===== src/rtl/timer_regs_pkg.sv =====
// Shared definitions for the bus_timer slave: register offsets, control bit
// position, bus FSM states and the byte-lane write merge helper.
`timescale 1ns/1ps
package timer_regs_pkg;

  localparam logic [31:0] TMR_MTIME_LO = 32'h00;
  localparam logic [31:0] TMR_MTIME_HI = 32'h04;
  localparam logic [31:0] TMR_CMP_LO   = 32'h08;
  localparam logic [31:0] TMR_CMP_HI   = 32'h0C;
  localparam logic [31:0] TMR_CTRL     = 32'h10;
  localparam logic [31:0] TMR_PRESCALE = 32'h14;

  localparam int unsigned CTRL_EN_BIT = 0;

  typedef enum logic {
    IDLE = 1'b0,
    RESP = 1'b1
  } bus_state_t;

  function automatic logic [31:0] merge_bytes(input logic [31:0] old_word,
                                              input logic [31:0] new_word,
                                              input logic [3:0]  strb);
    logic [31:0] res;
    res = old_word;
    for (int unsigned i = 0; i < 4; i++) begin
      if (strb[i]) res[8*i +: 8] = new_word[8*i +: 8];
    end
    return res;
  endfunction

endpackage


===== src/rtl/timer_prescaler.sv =====
// Tick divider for bus_timer: tick fires when the count equals the divisor,
// then the count restarts. Held at zero while disabled or on clear.
`timescale 1ns/1ps
module timer_prescaler #(
  parameter int unsigned WIDTH = 16
) (
  input  logic             clk,
  input  logic             rst,
  input  logic             en,
  input  logic             clr,
  input  logic [WIDTH-1:0] divisor,
  output logic             tick
);

  logic [WIDTH-1:0] count;

  assign tick = en && (count == divisor);

  // Holding zero while disabled makes every 0->1 enable start a fresh period.
  always_ff @(posedge clk or posedge rst) begin
    if (rst) begin
      count <= '0;
    end else if (!en || clr || tick) begin
      count <= '0;
    end else begin
      count <= count + 1'b1;
    end
  end

endmodule


===== src/rtl/bus_timer.sv =====
// Memory-mapped 64-bit machine timer slave with registered compare interrupt.
// Optional tick prescaler enabled by defining TIMER_PRESCALER_EN.
`timescale 1ns/1ps
module bus_timer
  import timer_regs_pkg::*;
#(
  parameter int unsigned OFFSET_BITS    = 14,
  parameter logic [63:0] CMP_RESET      = 64'hFFFF_FFFF_FFFF_FFFF,
  parameter int unsigned PRESCALE_WIDTH = 16
) (
  input  logic        clk,
  input  logic        rst,
  input  logic [31:0] s_addr,
  input  logic [31:0] s_wdata,
  input  logic [3:0]  s_wstrb,
  input  logic        s_write,
  input  logic        s_enable,
  output logic [31:0] s_rdata,
  output logic        s_ready,
  output logic        timer_irq
);

  bus_state_t  state, state_next;
  logic [31:0] off;
  logic        accept, wr_en, rd_en;
  logic        tick;

  logic [63:0] mtime, mtime_next;
  logic [63:0] mtime_cmp, cmp_next;
  logic        ctrl_en, en_next;
  logic        irq_next;
  logic [31:0] rd_val;

  logic unused_addr;
  assign unused_addr = ^{s_addr[31:OFFSET_BITS], s_addr[1:0]};

  always_comb begin
    off = '0;
    off[OFFSET_BITS-1:2] = s_addr[OFFSET_BITS-1:2];
  end

  assign accept = (state == IDLE) && s_enable;
  assign wr_en  = accept && s_write;
  assign rd_en  = accept && !s_write;

  always_comb begin
    state_next = state;
    case (state)
      IDLE:    if (s_enable) state_next = RESP;
      RESP:    state_next = IDLE;
      default: state_next = IDLE;
    endcase
  end

  always_ff @(posedge clk or posedge rst) begin
    if (rst) state <= IDLE;
    else     state <= state_next;
  end

  assign s_ready = (state == RESP);

`ifdef TIMER_PRESCALER_EN
  logic [PRESCALE_WIDTH-1:0] prescale;
  logic                      wr_prescale;

  assign wr_prescale = wr_en && (off == TMR_PRESCALE);

  always_ff @(posedge clk or posedge rst) begin
    if (rst)              prescale <= '0;
    else if (wr_prescale) prescale <= PRESCALE_WIDTH'(merge_bytes(32'(prescale), s_wdata, s_wstrb));
  end

  timer_prescaler #(
    .WIDTH (PRESCALE_WIDTH)
  ) u_prescaler (
    .clk     (clk),
    .rst     (rst),
    .en      (ctrl_en),
    .clr     (wr_prescale),
    .divisor (prescale),
    .tick    (tick)
  );
`else
  logic unused_width;
  assign unused_width = (PRESCALE_WIDTH == 0);
  assign tick = 1'b1;
`endif

  // A bus write to either mtime half suppresses the increment for the whole counter.
  always_comb begin
    mtime_next = mtime;
    cmp_next   = mtime_cmp;
    en_next    = ctrl_en;
    if (wr_en && off == TMR_MTIME_LO) begin
      mtime_next[31:0] = merge_bytes(mtime[31:0], s_wdata, s_wstrb);
    end else if (wr_en && off == TMR_MTIME_HI) begin
      mtime_next[63:32] = merge_bytes(mtime[63:32], s_wdata, s_wstrb);
    end else if (ctrl_en && tick) begin
      mtime_next = mtime + 64'd1;
    end
    if (wr_en && off == TMR_CMP_LO) cmp_next[31:0]  = merge_bytes(mtime_cmp[31:0], s_wdata, s_wstrb);
    if (wr_en && off == TMR_CMP_HI) cmp_next[63:32] = merge_bytes(mtime_cmp[63:32], s_wdata, s_wstrb);
    if (wr_en && off == TMR_CTRL && s_wstrb[CTRL_EN_BIT/8]) en_next = s_wdata[CTRL_EN_BIT];
  end

  assign irq_next = en_next && (mtime_next >= cmp_next);

  always_comb begin
    rd_val = '0;
    case (off)
      TMR_MTIME_LO: rd_val = mtime[31:0];
      TMR_MTIME_HI: rd_val = mtime[63:32];
      TMR_CMP_LO:   rd_val = mtime_cmp[31:0];
      TMR_CMP_HI:   rd_val = mtime_cmp[63:32];
      TMR_CTRL:     rd_val[CTRL_EN_BIT] = ctrl_en;
`ifdef TIMER_PRESCALER_EN
      TMR_PRESCALE: rd_val[PRESCALE_WIDTH-1:0] = prescale;
`endif
      default:      rd_val = '0;
    endcase
  end

  always_ff @(posedge clk or posedge rst) begin
    if (rst) begin
      mtime     <= '0;
      mtime_cmp <= CMP_RESET;
      ctrl_en   <= 1'b0;
      timer_irq <= 1'b0;
      s_rdata   <= '0;
    end else begin
      mtime     <= mtime_next;
      mtime_cmp <= cmp_next;
      ctrl_en   <= en_next;
      timer_irq <= irq_next;
      if (rd_en) s_rdata <= rd_val;
    end
  end

endmodule


===== config.mk =====
export PLATFORM = sky130hd
export DESIGN_NAME = bus_timer
export DESIGN_NICKNAME = d
export VERILOG_FILES = /design/src/rtl/timer_regs_pkg.sv /design/src/rtl/timer_prescaler.sv /design/src/rtl/bus_timer.sv
export SDC_FILE = /design/constraint.sdc
export NUM_CORES = 1
export LEC_CHECK = 0
export CORE_MARGIN = 2
export CORE_UTILIZATION = 45
export DETAILED_ROUTE_END_ITERATION = 6
export PLACE_DENSITY = 0.65
export SYNTH_ARGS = -nofsm -noshare
export SYNTH_HDL_FRONTEND = slang
export SYNTH_HIERARCHICAL = 1
export SYNTH_SLANG_ARGS = --single-unit

===== constraint.sdc =====
create_clock -name clk -period 8.5 [get_ports clk]
set_clock_uncertainty 0.2 [all_clocks]
set_input_delay 2.55 -clock clk [delete_from_list [all_inputs] [get_ports clk]]
set_output_delay 2.55 -clock clk [all_outputs]
set_load 0.02 [all_outputs]

* Word-level counts from Yosys, hierarchy flattened
Index checks and enable logic that the tools add are counted.
** Operators by class
- $add $sub $neg :: 1
- Bitwise gates (word level) :: 1
- Magnitude comparators :: 1
- Equality and inequality tests :: 4
- Reductions and logical operators :: 12
- Mux-type cells :: 28
** Operator list (count)
- $mux W32 :: 6
- $mux W8 :: 16
- $pmux W31 S4 :: 1
- $add A64 B1 Y64 const B :: 1
- $ge A64 B64 Y1 :: 1
- $mux W64 :: 1
- $logic_not A32 Y1 :: 1
- $eq A12 B2 Y1 const B :: 2
- $eq A12 B1 Y1 const B :: 1
- $eq A12 B3 Y1 const B :: 1
- $logic_and A1 B1 Y1 :: 10
- $pmux W1 S5 :: 1
- $mux W1 :: 2
- $pmux W1 S2 :: 1
- $logic_not A1 Y1 :: 1
- $not A1 Y1 :: 1
** Word-level totals
- Output and inout bits :: 34
- Input port bits :: 72
- Word-level logic and storage cells :: 53
- Bits in registers :: 163

* Longest topological paths before layout
- Depth in word-level cells :: 8
- Mapped depth :: 16
- Mapped depth without buffers :: 14

* Least setup slack after synthesis
Ideal clock, no wire load.
- Path kind :: input port to flip-flop
- Start :: in s_addr[5]
- End :: reg timer_irq
- Data arrival time :: 5.701 ns
- Setup time :: 0.131 ns
- Data required time :: 8.169 ns
- Setup slack :: 2.468 ns
- Buffers on the path :: 2
- Stages :: 15
- Cell sequence :: or3_1 -> nand3b_2 -> nor4_2 -> and2_1 -> buf_2 -> nand2_1 -> buf_4 -> mux2i_1 -> ha_1 -> a21o_1 -> a221oi_1 -> o21ai_0 -> a311o_1 -> a21oi_1 -> a21boi_0
** Between the ends
- Cells in the longest elaborated chain, start to end :: 6
- Elaborated cells on any way between the ends :: 20
- Classes of those cells :: order compare: 1; eq/ne: 4; mux: 7; reduce/logical: 8
** Ends and longest elaborated chain
- from (decl) :: line bus_timer.sv:13 : input logic [31:0] s_addr,
- $eq A12 B1 Y1 :: line bus_timer.sv:96 : end else if (wr_en && off == TMR_MTIME_HI) begin
- $logic_and A1 B1 Y1 :: line bus_timer.sv:96
- $mux W32 :: line bus_timer.sv:96
- $mux W32 :: line bus_timer.sv:94 : if (wr_en && off == TMR_MTIME_LO) begin
- $ge A64 B64 Y1 :: line bus_timer.sv:106 : assign irq_next = en_next && (mtime_next >= cmp_next);
- $logic_and A1 B1 Y1 * :: line bus_timer.sv:106
- net irq_next :: line bus_timer.sv:31 : logic irq_next;
- to (signal assigned) :: line bus_timer.sv:134 : timer_irq <= irq_next;
- to (decl) :: line bus_timer.sv:20 : output logic timer_irq
The timed path passes the listed nets; every way through them passes the cells marked *.
A chain may end at the register's enable or synchronous reset.

* Final worst setup path
- Start :: in s_addr[8]
- End :: reg timer_irq
** Between the ends
- Cells in the longest elaborated chain, start to end :: 6
- Elaborated cells on any way between the ends :: 20
- Classes of those cells :: order compare: 1; eq/ne: 4; mux: 7; reduce/logical: 8
** Ends and longest elaborated chain
- $eq A12 B1 Y1 :: line bus_timer.sv:96
- $logic_and A1 B1 Y1 :: line bus_timer.sv:96
- $mux W32 :: line bus_timer.sv:96
- $mux W32 * :: line bus_timer.sv:94
- net mtime_next[45] :: line bus_timer.sv:28 : logic [63:0] mtime, mtime_next;
- $ge A64 B64 Y1 * :: line bus_timer.sv:106
- $logic_and A1 B1 Y1 * :: line bus_timer.sv:106
- net irq_next :: line bus_timer.sv:31
Marks and branches as above.

==> flow_metrics.env <==
export IMPL_critPathLaunchType="primary input"
export IMPL_setup_violations=0
export IMPL_io_buffers=85
export IMPL_antenna_found_initial=0
export IMPL_multi_input_area_mm2=0.00608
export IMPL_synthTopCellsByArea="dfrtp_1 23%, dfstp_2 16%, ha_1 7.6%"
export IMPL_synth_top_cell_area_share_pct=23.3
export IMPL_use_met3_pct=4.65
export IMPL_final_nets=1325
export IMPL_start_util_pct=45.7
export IMPL_ir_worst_vdd_uv=121
export IMPL_critPathArrivalTime_ns=7.58
export IMPL_cts_tree="done"
export IMPL_grt_pass1_wl_um=53100
export IMPL_synth_async_reset_ratio_pct=100
export IMPL_antennaDiodeCount=0
export IMPL_synth_cell_types=79
export IMPL_met2_usage_pct=41.8
export IMPL_final_cell_mix="99 x dfrtp_1, 85 x clkdlybuf4s50_1, 79 x nor2_1"
export IMPL_r2r_end="timer_irq"
export IMPL_crit_fanout=16
export IMPL_clk_path_buf_depth=2
export IMPL_hold_path_class="reg2reg"
export IMPL_fp_dieW_um=158
export IMPL_dp_hpwl_um=24200
export IMPL_drt_iter0_markers=927
export IMPL_grt_usage_pct=27.9
export IMPL_cpMostUsedCell="a21oi_1"
export IMPL_cap_viol_max_count=0
export IMPL_min_path_cells=1
export IMPL_synth_fp_nets=1253
export IMPL_rsz0062_at_grt="false"
export IMPL_grt_pass1_vias=9248
export IMPL_status="completed"
export IMPL_area_growth_pct=17.1
export IMPL_powerDensity_mw_per_mm2=143
export IMPL_min_period_ns=7.52
export IMPL_slew_headroom_pct=33.3
export IMPL_critPathKind="in2reg"
export IMPL_clkLatencyLatePin_ns=0.44
export IMPL_met1_usage_pct=41.0
export IMPL_setup_tns_ns=0
export IMPL_syn_area_mm2=0.0107
export IMPL_drtPass1Iterations=6
export IMPL_drt_wl_total_um=33800
export IMPL_yosysTopAreaCell="dfrtp_1"
export IMPL_fillers=2178
export IMPL_final_layout_size_suffix_gt1_share_pct=19.4
export IMPL_syn_area_per_cell_um2=9.55
export IMPL_ys_warnings_count=6
export IMPL_slowest_delay_ns=0.79
export IMPL_remaining_drc_errors=0
export IMPL_routed_via_density=6.38
export IMPL_postCtsSetupRepairBufs=0
export IMPL_cts_hold_buf=0
export IMPL_finalMaxSlewViolations=0
export IMPL_min_from="s_ready"
export IMPL_syn_instance_count=1116
export IMPL_vias=9697
export IMPL_final_util_pct=53.5
export IMPL_gp_congestion=0.986
export IMPL_r2r_start="mtime[12]"
export IMPL_p_leak_nw=5.13
export IMPL_synth_seq_area_share_pct=39.0
export IMPL_die_height_um=158
export IMPL_fmax_mhz=133
export IMPL_yosys_register_bits=163
export IMPL_grt_max_degree=105
export IMPL_endpoint_kind="register"
export IMPL_grt_overflow=0
export IMPL_place_area_mm2=0.0119
export IMPL_timing_final_crit_share_pct=88.4
export IMPL_layout_commonest_cell="dfrtp_1"
export IMPL_synth_edff_count=0
export IMPL_htreeDepth=4
export IMPL_fin_area_mm2=0.0125
export IMPL_post_cts_resized=0
export IMPL_hold_path_end="s_ready"
export IMPL_cts_buffers=17
export IMPL_avgRoutedWirePerCell_um=22.2
export IMPL_numClockSinks=163
export IMPL_dieArea_mm2=0.0249
export IMPL_coreArea_mm2=0.0233
export IMPL_cp_cell_sequence="clkdlybuf4s50_1 -> nor4_1 -> nand3b_2 -> or3_1 -> o311ai_0 -> o221ai_1 -> a21oi_1 -> ha_1 -> a21oi_1 -> o21ai_0 -> a2111oi_0 -> buf_4 -> a31oi_1 -> a21oi_1 -> a21boi_0"
export IMPL_seq_area_mm2=0.00416
export IMPL_clk_pin_slew_ns=0.06
export IMPL_reg2reg_depth=13
export IMPL_crit_slowest_cell="nor4_1"
export IMPL_cp_data_required_time_ns=8.57
export IMPL_top_usage_layer="met2"
export IMPL_cts_root_buf="clkbuf_16"
export IMPL_num_rows=56
export IMPL_ff2ff_setup_slack_ns=3.44
export IMPL_worstMarginPinSlew_ns=0.992
export IMPL_antenna_left=0
export IMPL_synth_main_ff_cell="dfrtp_1"
export IMPL_hold_viol_final=0
export IMPL_pin_count=106
power by group:
part | total, mW | leakage (nW) | internal (mW) | switching (mW)
logic | 0.189 | 2.94 | 0.0839 | 0.106
registers | 0.818 | 1.90 | 0.803 | 0.0148
clock network | 0.780 | 0.283 | 0.440 | 0.340
total | 1.79 | 5.13 | 1.33 | 0.460
synthesized netlist by cell type (25+ instances only):
library cell,n
nand2_1,73
dfrtp_1,99
nor3_1,25
mux2_2,50
nand4_1,30
a22oi_1,62
a21oi_1,62
mux2i_1,45
nand3_1,44
o21ai_0,34
ha_1,65
nor2_1,80
a31oi_1,43
clkbuf_1,49
inv_2,26
dfstp_2,64
stage by stage:
stage | cells | power, mW | setup slack, ns | hold WS, ns
finish | 1520 | 1.79 | 0.984 | 0.309
global route | 1520 | 1.85 | 0.764 | 0.341
CTS | 1520 | 1.80 | 1.16 | 0.313
detailed placement | 1488 | 1.02 | 0.719 | 0.300
global placement | 1488 | 1.02 | 0.846 | 0.302
floorplan | 1116 | 0.915 | 1.45 | 0.301
final cells by class:
cell class,instances,share of cell area [%]
multi-input cells,842,48.7
flip-flops and latches,163,33.3
repair buffers,114,8.57
clock buffers,19,3.55
well taps,319,3.20
inverters,50,1.54
clock inverters,13,1.08
per-layer routing:
metal	wire, µm	vias up
li1	-	4440
met1	15300	4753
met2	14800	444
met3	2710	60
met4	919	0
met5	0	-
sequential cells by signal, summed over array words and instances, names as in the netlist:
name	flops
mtime_cmp	64
ctrl_en	1
mtime	64
timer_irq	1
s_ready	1
s_rdata	32
logic make-up (layout without fill, tap and decap cells):
kind of cell / after synthesis / count (layout) / synth area share, %
buffers and inverters: 111 / 196 / 4.33
XOR/XNOR: 1 / 1 / 0.0822
AO/OA/AOI/OAI: 318 / 318 / 20.4
AND/OR/NAND/NOR: 354 / 354 / 18.0
adder cells (fa/ha/maj): 65 / 65 / 7.63
flip-flops: 163 / 163 / 39.0
multiplexers: 104 / 104 / 10.5
critical path: cells and delay by family:
family | cells | cell delay, ns
fa+ha+maj | 1 | 0.29
simple gates | 3 | 1.95
compound gates | 9 | 2.09
buf+inv | 2 | 0.69
worst max-delay path by stage:
stage / startpoint / to / slack, ns / depth (start not counted)
6_report: s_addr[8] / timer_irq / 0.98 / 15
3_5_place_dp: s_addr[8] / timer_irq / 0.72 / 15
3_3_place_gp: s_addr[9] / timer_irq / 0.85 / 15
4_1_cts: s_addr[8] / timer_irq / 1.16 / 15
2_1_floorplan: rst / ctrl_en / 1.45 / 1
5_1_grt: s_addr[9] / timer_irq / 0.76 / 15
Power figures use the tool's default switching activity.
==> patch 1: new RTL, same settings <==
Add a define of `TIMER_PRESCALER_EN`.
--- a/src/rtl/bus_timer.sv
+++ b/src/rtl/bus_timer.sv
@@ -1,6 +1,8 @@
 // Memory-mapped 64-bit machine timer slave with registered compare interrupt.
 // Optional tick prescaler enabled by defining TIMER_PRESCALER_EN.
 `timescale 1ns/1ps
+`define TIMER_PRESCALER_EN
+
 module bus_timer
   import timer_regs_pkg::*;
 #(
Function: changed (Yosys sat finds a counterexample within 4 cycles, from zero or initial values and one cycle with rst high).
==> patch 1 against the original RTL <==
Worst setup slack improved by 0.26 ns; sequential cell count increased by 32; register-to-register slack got worse by 1.7 ns; total power increased by 12%; synthesized area increased by 16%; final area increased by 13%; maximum frequency increased by 3.6%; routed wire length increased by 17%; worst hold slack got worse by 0.026 ns; highest routed layer is now met5.
==> patch 1: results (changes against the original RTL) <==
buffering overhead 0.0725 (-0.0132); drt via density 6.38 (about the same); number of fill cells in the layout 2491 (+14%); ClkCell Share 0.0418 (-0.00451); Rel. slew slack 0.305 (-0.0284); slowest CP cell clkdlybuf4s50_1; GRT Overall Usage 0.279 (+0.000341); top cells by count, synth 149 x nor2_1, 131 x dfrtp_1, 106 x a21oi_1; inverters 58 (+16%); layout cells sized above 1 0.168 (-0.0259); post-synthesis adder-cell area fraction 0.0669 (-0.00946); Die W 170 µm (+7.5%); P_leak 5.73 nW (+12%); post-synth net total 1417 (+13%); critical path's largest stage delay 0.69 ns (-0.10 ns); Worst-Skew Late Latency 0.46 ns (+0.02 ns); Top Layer Used met5; largest net degree at the start of global routing 70 (-33%); Storage cell area 4960 µm² (+19%); VDD IR max 150 µV (+24%); met1 wire length 17500 µm (+14%); Clock transition at path regs 0.09 ns (+0.03 ns); R2R cell count 17 (+4); status complete, no violations; grt met3 use 0.0711 (+0.0246); DRT iter0 DRCs 1043 (+13%); sequential cells 195 (+20%); delay-heaviest family, CP simple AND/OR/NAND/NOR gates; GP Congestion 0.925 (-6.2%); Synth area leaders dfrtp_1 27%, dfstp_2 14%, ha_1 6.7%; M1 GR Usage 0.387 (-0.0225); multi-input logic portion of the cell area 0.488 (+0.00128)
## patch 1: report_power, final
group / internal [W] / switching [W] / total, W / leakage [nW]
sequential: 0.000955 / 0.0000144 / 0.000969 / 2.39
clock: 0.000420 / 0.000416 / 0.000836 / 0.287
combinational: 0.0000852 / 0.000117 / 0.000202 / 3.06
## patch 1: final timing paths
kind | slack (ns) | end | startpoint
worst max-delay path | 1.25 | timer_irq$_DFF_PP0_ | s_addr[2]
worst min-delay path | 0.28 | s_ready$_DFF_PP0_ | s_ready$_DFF_PP0_
worst max register to register | 1.77 | timer_irq$_DFF_PP0_ | prescale[1]$_DFFE_PP0P_
worst min register to register | 0.28 | s_ready$_DFF_PP0_ | s_ready$_DFF_PP0_
max in group asynchronous | 4.37 | mtime[28]$_DFF_PP0_ | rst
min in group asynchronous | 2.40 | u_prescaler/count[3]$_DFF_PP0_ | rst
## patch 1: cells by family after synthesis
family          Yosys count
mux                     127
fa+ha+maj                66
xor+xnor                 30
simple gates            432
buf+inv                 121
flops                   195
compound gates          308
==> patch 2: new RTL, config.mk and constraints unchanged <==
Without the edit above. Put one more register stage on the output `timer_irq`, without a reset. The value now appears one clock later. The other outputs are not delayed to match.
--- a/src/rtl/bus_timer.sv
+++ b/src/rtl/bus_timer.sv
@@ -19,6 +19,8 @@
   output logic        s_ready,
   output logic        timer_irq
 );
+
+  logic timer_irq_s0;
 
   bus_state_t  state, state_next;
   logic [31:0] off;
@@ -125,16 +127,20 @@
       mtime     <= '0;
       mtime_cmp <= CMP_RESET;
       ctrl_en   <= 1'b0;
-      timer_irq <= 1'b0;
+      timer_irq_s0 <= 1'b0;
       s_rdata   <= '0;
     end else begin
       mtime     <= mtime_next;
       mtime_cmp <= cmp_next;
       ctrl_en   <= en_next;
-      timer_irq <= irq_next;
+      timer_irq_s0 <= irq_next;
       if (rd_en) s_rdata <= rd_val;
     end
   end
 
+  always_ff @(posedge clk) begin
+    timer_irq <= timer_irq_s0;
+  end
+
 endmodule
 
Formal check against the unedited RTL: not equivalent (Yosys sat finds a counterexample within 10 cycles, from zero or initial values and one cycle with rst high).
==> patch 2 against the original RTL <==
Total power down 0.61%; critical path depth shrank 1; sequential cell count up 1; maximum frequency is 4.1% higher; synthesized cell count about the same; final cell count is 0.26% higher; synthesized area is 0.19% higher; worst setup slack better by 0.30 ns; non-clock buffer count increased by 3; routed wire length increased by 1.3%; core utilization barely moved; final area rose by 0.27%; via count grew 0.66%; critical endpoint is now timer_irq_s0$_DFF_PP0_.
==> patch 2: results (changes against the original RTL) <==
fraction of registers with async set/reset 0.994 (-0.00610); first-pass GRT wire length 53600 µm (+0.91%); hold-critical path depth 0 (-1); r2r endpoint timer_irq_s0$_DFF_PP0_; layout cells sized above 1 0.194 (about the same); critical path's largest stage delay 0.57 ns (-0.22 ns); DRT iter0 DRCs 1125 (+21%); register area share after synthesis 0.391 (+0.00114); Pint 0.00133 W (about the same); First-pass DRT Iterations 5 (-1); P_leak 5.14 nW (+0.36%); Crit path arrival time 7.32 ns (-0.26 ns); final wirelength 34200 µm (+1.3%); hold_ws 0.156 ns (-0.153 ns); flop-to-flop setup slack 3.38 ns (-0.06 ns); Synth area leaders dfrtp_1 23%, dfstp_2 16%, ha_1 7.6%; DP HPWL 24700 µm (+2.1%); largest net degree at the start of global routing 100 (-4.8%); via count 9761 (+0.66%); Cell Area, Placed 11900 µm² (+0.36%); minimum clock period 7.22 ns (-0.297 ns); drt via density 6.40 (+0.40%); status complete, no violations; Min-Delay Startpoint timer_irq_s0$_DFF_PP0_; GP Congestion 0.907 (-8.0%); slowest CP cell nand3_1; Synth Area per Inst 9.56 µm² (about the same); Core Util, Final 0.534 (about the same); Placed Cells 1492 (+0.27%); VDD IR max 90.0 µV (-26%); crit path max fanout 10 (-6); Clock transition at path regs approximately 0.070 ns; Worst Tran Pin Value 0.934 ns (-0.0582 ns); Hold EP timer_irq$_DFF_P_; Distinct cells, synth 80 (+1.3%); post-synth net total 1254 (+0.080%); number of fill cells in the layout 2189 (+0.51%)
==> patch 2: critical path: cells and delay by family <==
family	cells	cell delay [ns]
mux	1	0.42
buf+inv	2	0.45
fa+ha+maj	1	0.32
compound gates	2	0.57
simple gates	8	3.01
==> patch 2: worst max path at each step <==
| stage | to | depth (start not counted) | from |
|---|---|---|---|
| floorplan | ctrl_en$_DFF_PP0_ | 1 | rst |
| global placement | timer_irq_s0$_DFF_PP0_ | 14 | s_addr[5] |
| detailed placement | timer_irq_s0$_DFF_PP0_ | 14 | s_addr[5] |
| CTS | timer_irq_s0$_DFF_PP0_ | 14 | s_addr[5] |
| global route | timer_irq_s0$_DFF_PP0_ | 14 | s_addr[5] |
| finish | timer_irq_s0$_DFF_PP0_ | 14 | s_addr[5] |
==> patch 2: cell families (layout without fill, tap and decap cells) <==
kind of cell             after synthesis  count (layout)  synth area share
XOR/XNOR                               1               1          0.000821
multiplexers                         104             104             0.104
buffers and inverters                111             199            0.0432
flip-flops                           164             164             0.391
AO/OA/AOI/OAI                        318             318             0.204
AND/OR/NAND/NOR                      354             354             0.180
adder cells (fa/ha/maj)               65              65            0.0762
==> patch 2: layout make-up <==
cell class | count | area share
multi-input cells | 842 | 0.486
flip-flops and latches | 164 | 0.334
repair buffers | 117 | 0.0872
clock buffers | 24 | 0.0393
well taps | 319 | 0.0319
inverters | 50 | 0.0154
clock inverters | 8 | 0.00620
==> patch 2: power groups by stage <==
stage                     Sequential [W]  Combinational, W  Clock [W]
after floorplan                 0.000865         0.0000549          0
after global placement          0.000835          0.000190          0
after detailed placement        0.000836          0.000191          0
after CTS                       0.000823          0.000192   0.000776
after global routing            0.000825          0.000207   0.000807
final                           0.000822          0.000191   0.000763
==> patch 2: per-layer routing <==
layer | wire length (µm) | part of all wire | track usage | vias to the layer above
li1 | - | - | - | 4472
met1 | 15500 | 0.45 | 0.398 | 4829
met2 | 15300 | 0.45 | 0.432 | 391
met3 | 2480 | 0.072 | 0.0493 | 69
met4 | 920 | 0.027 | 0.101 | 0
met5 | 0 | 0 | 0 | -
==> patch 2: metrics by stage <==
stage	worst slack, ns	total power, W
floorplan	1.45	0.000920
global placement	1.02	0.00103
detailed placement	0.947	0.00103
CTS	1.42	0.00179
global route	1.06	0.00184
finish	1.28	0.00178
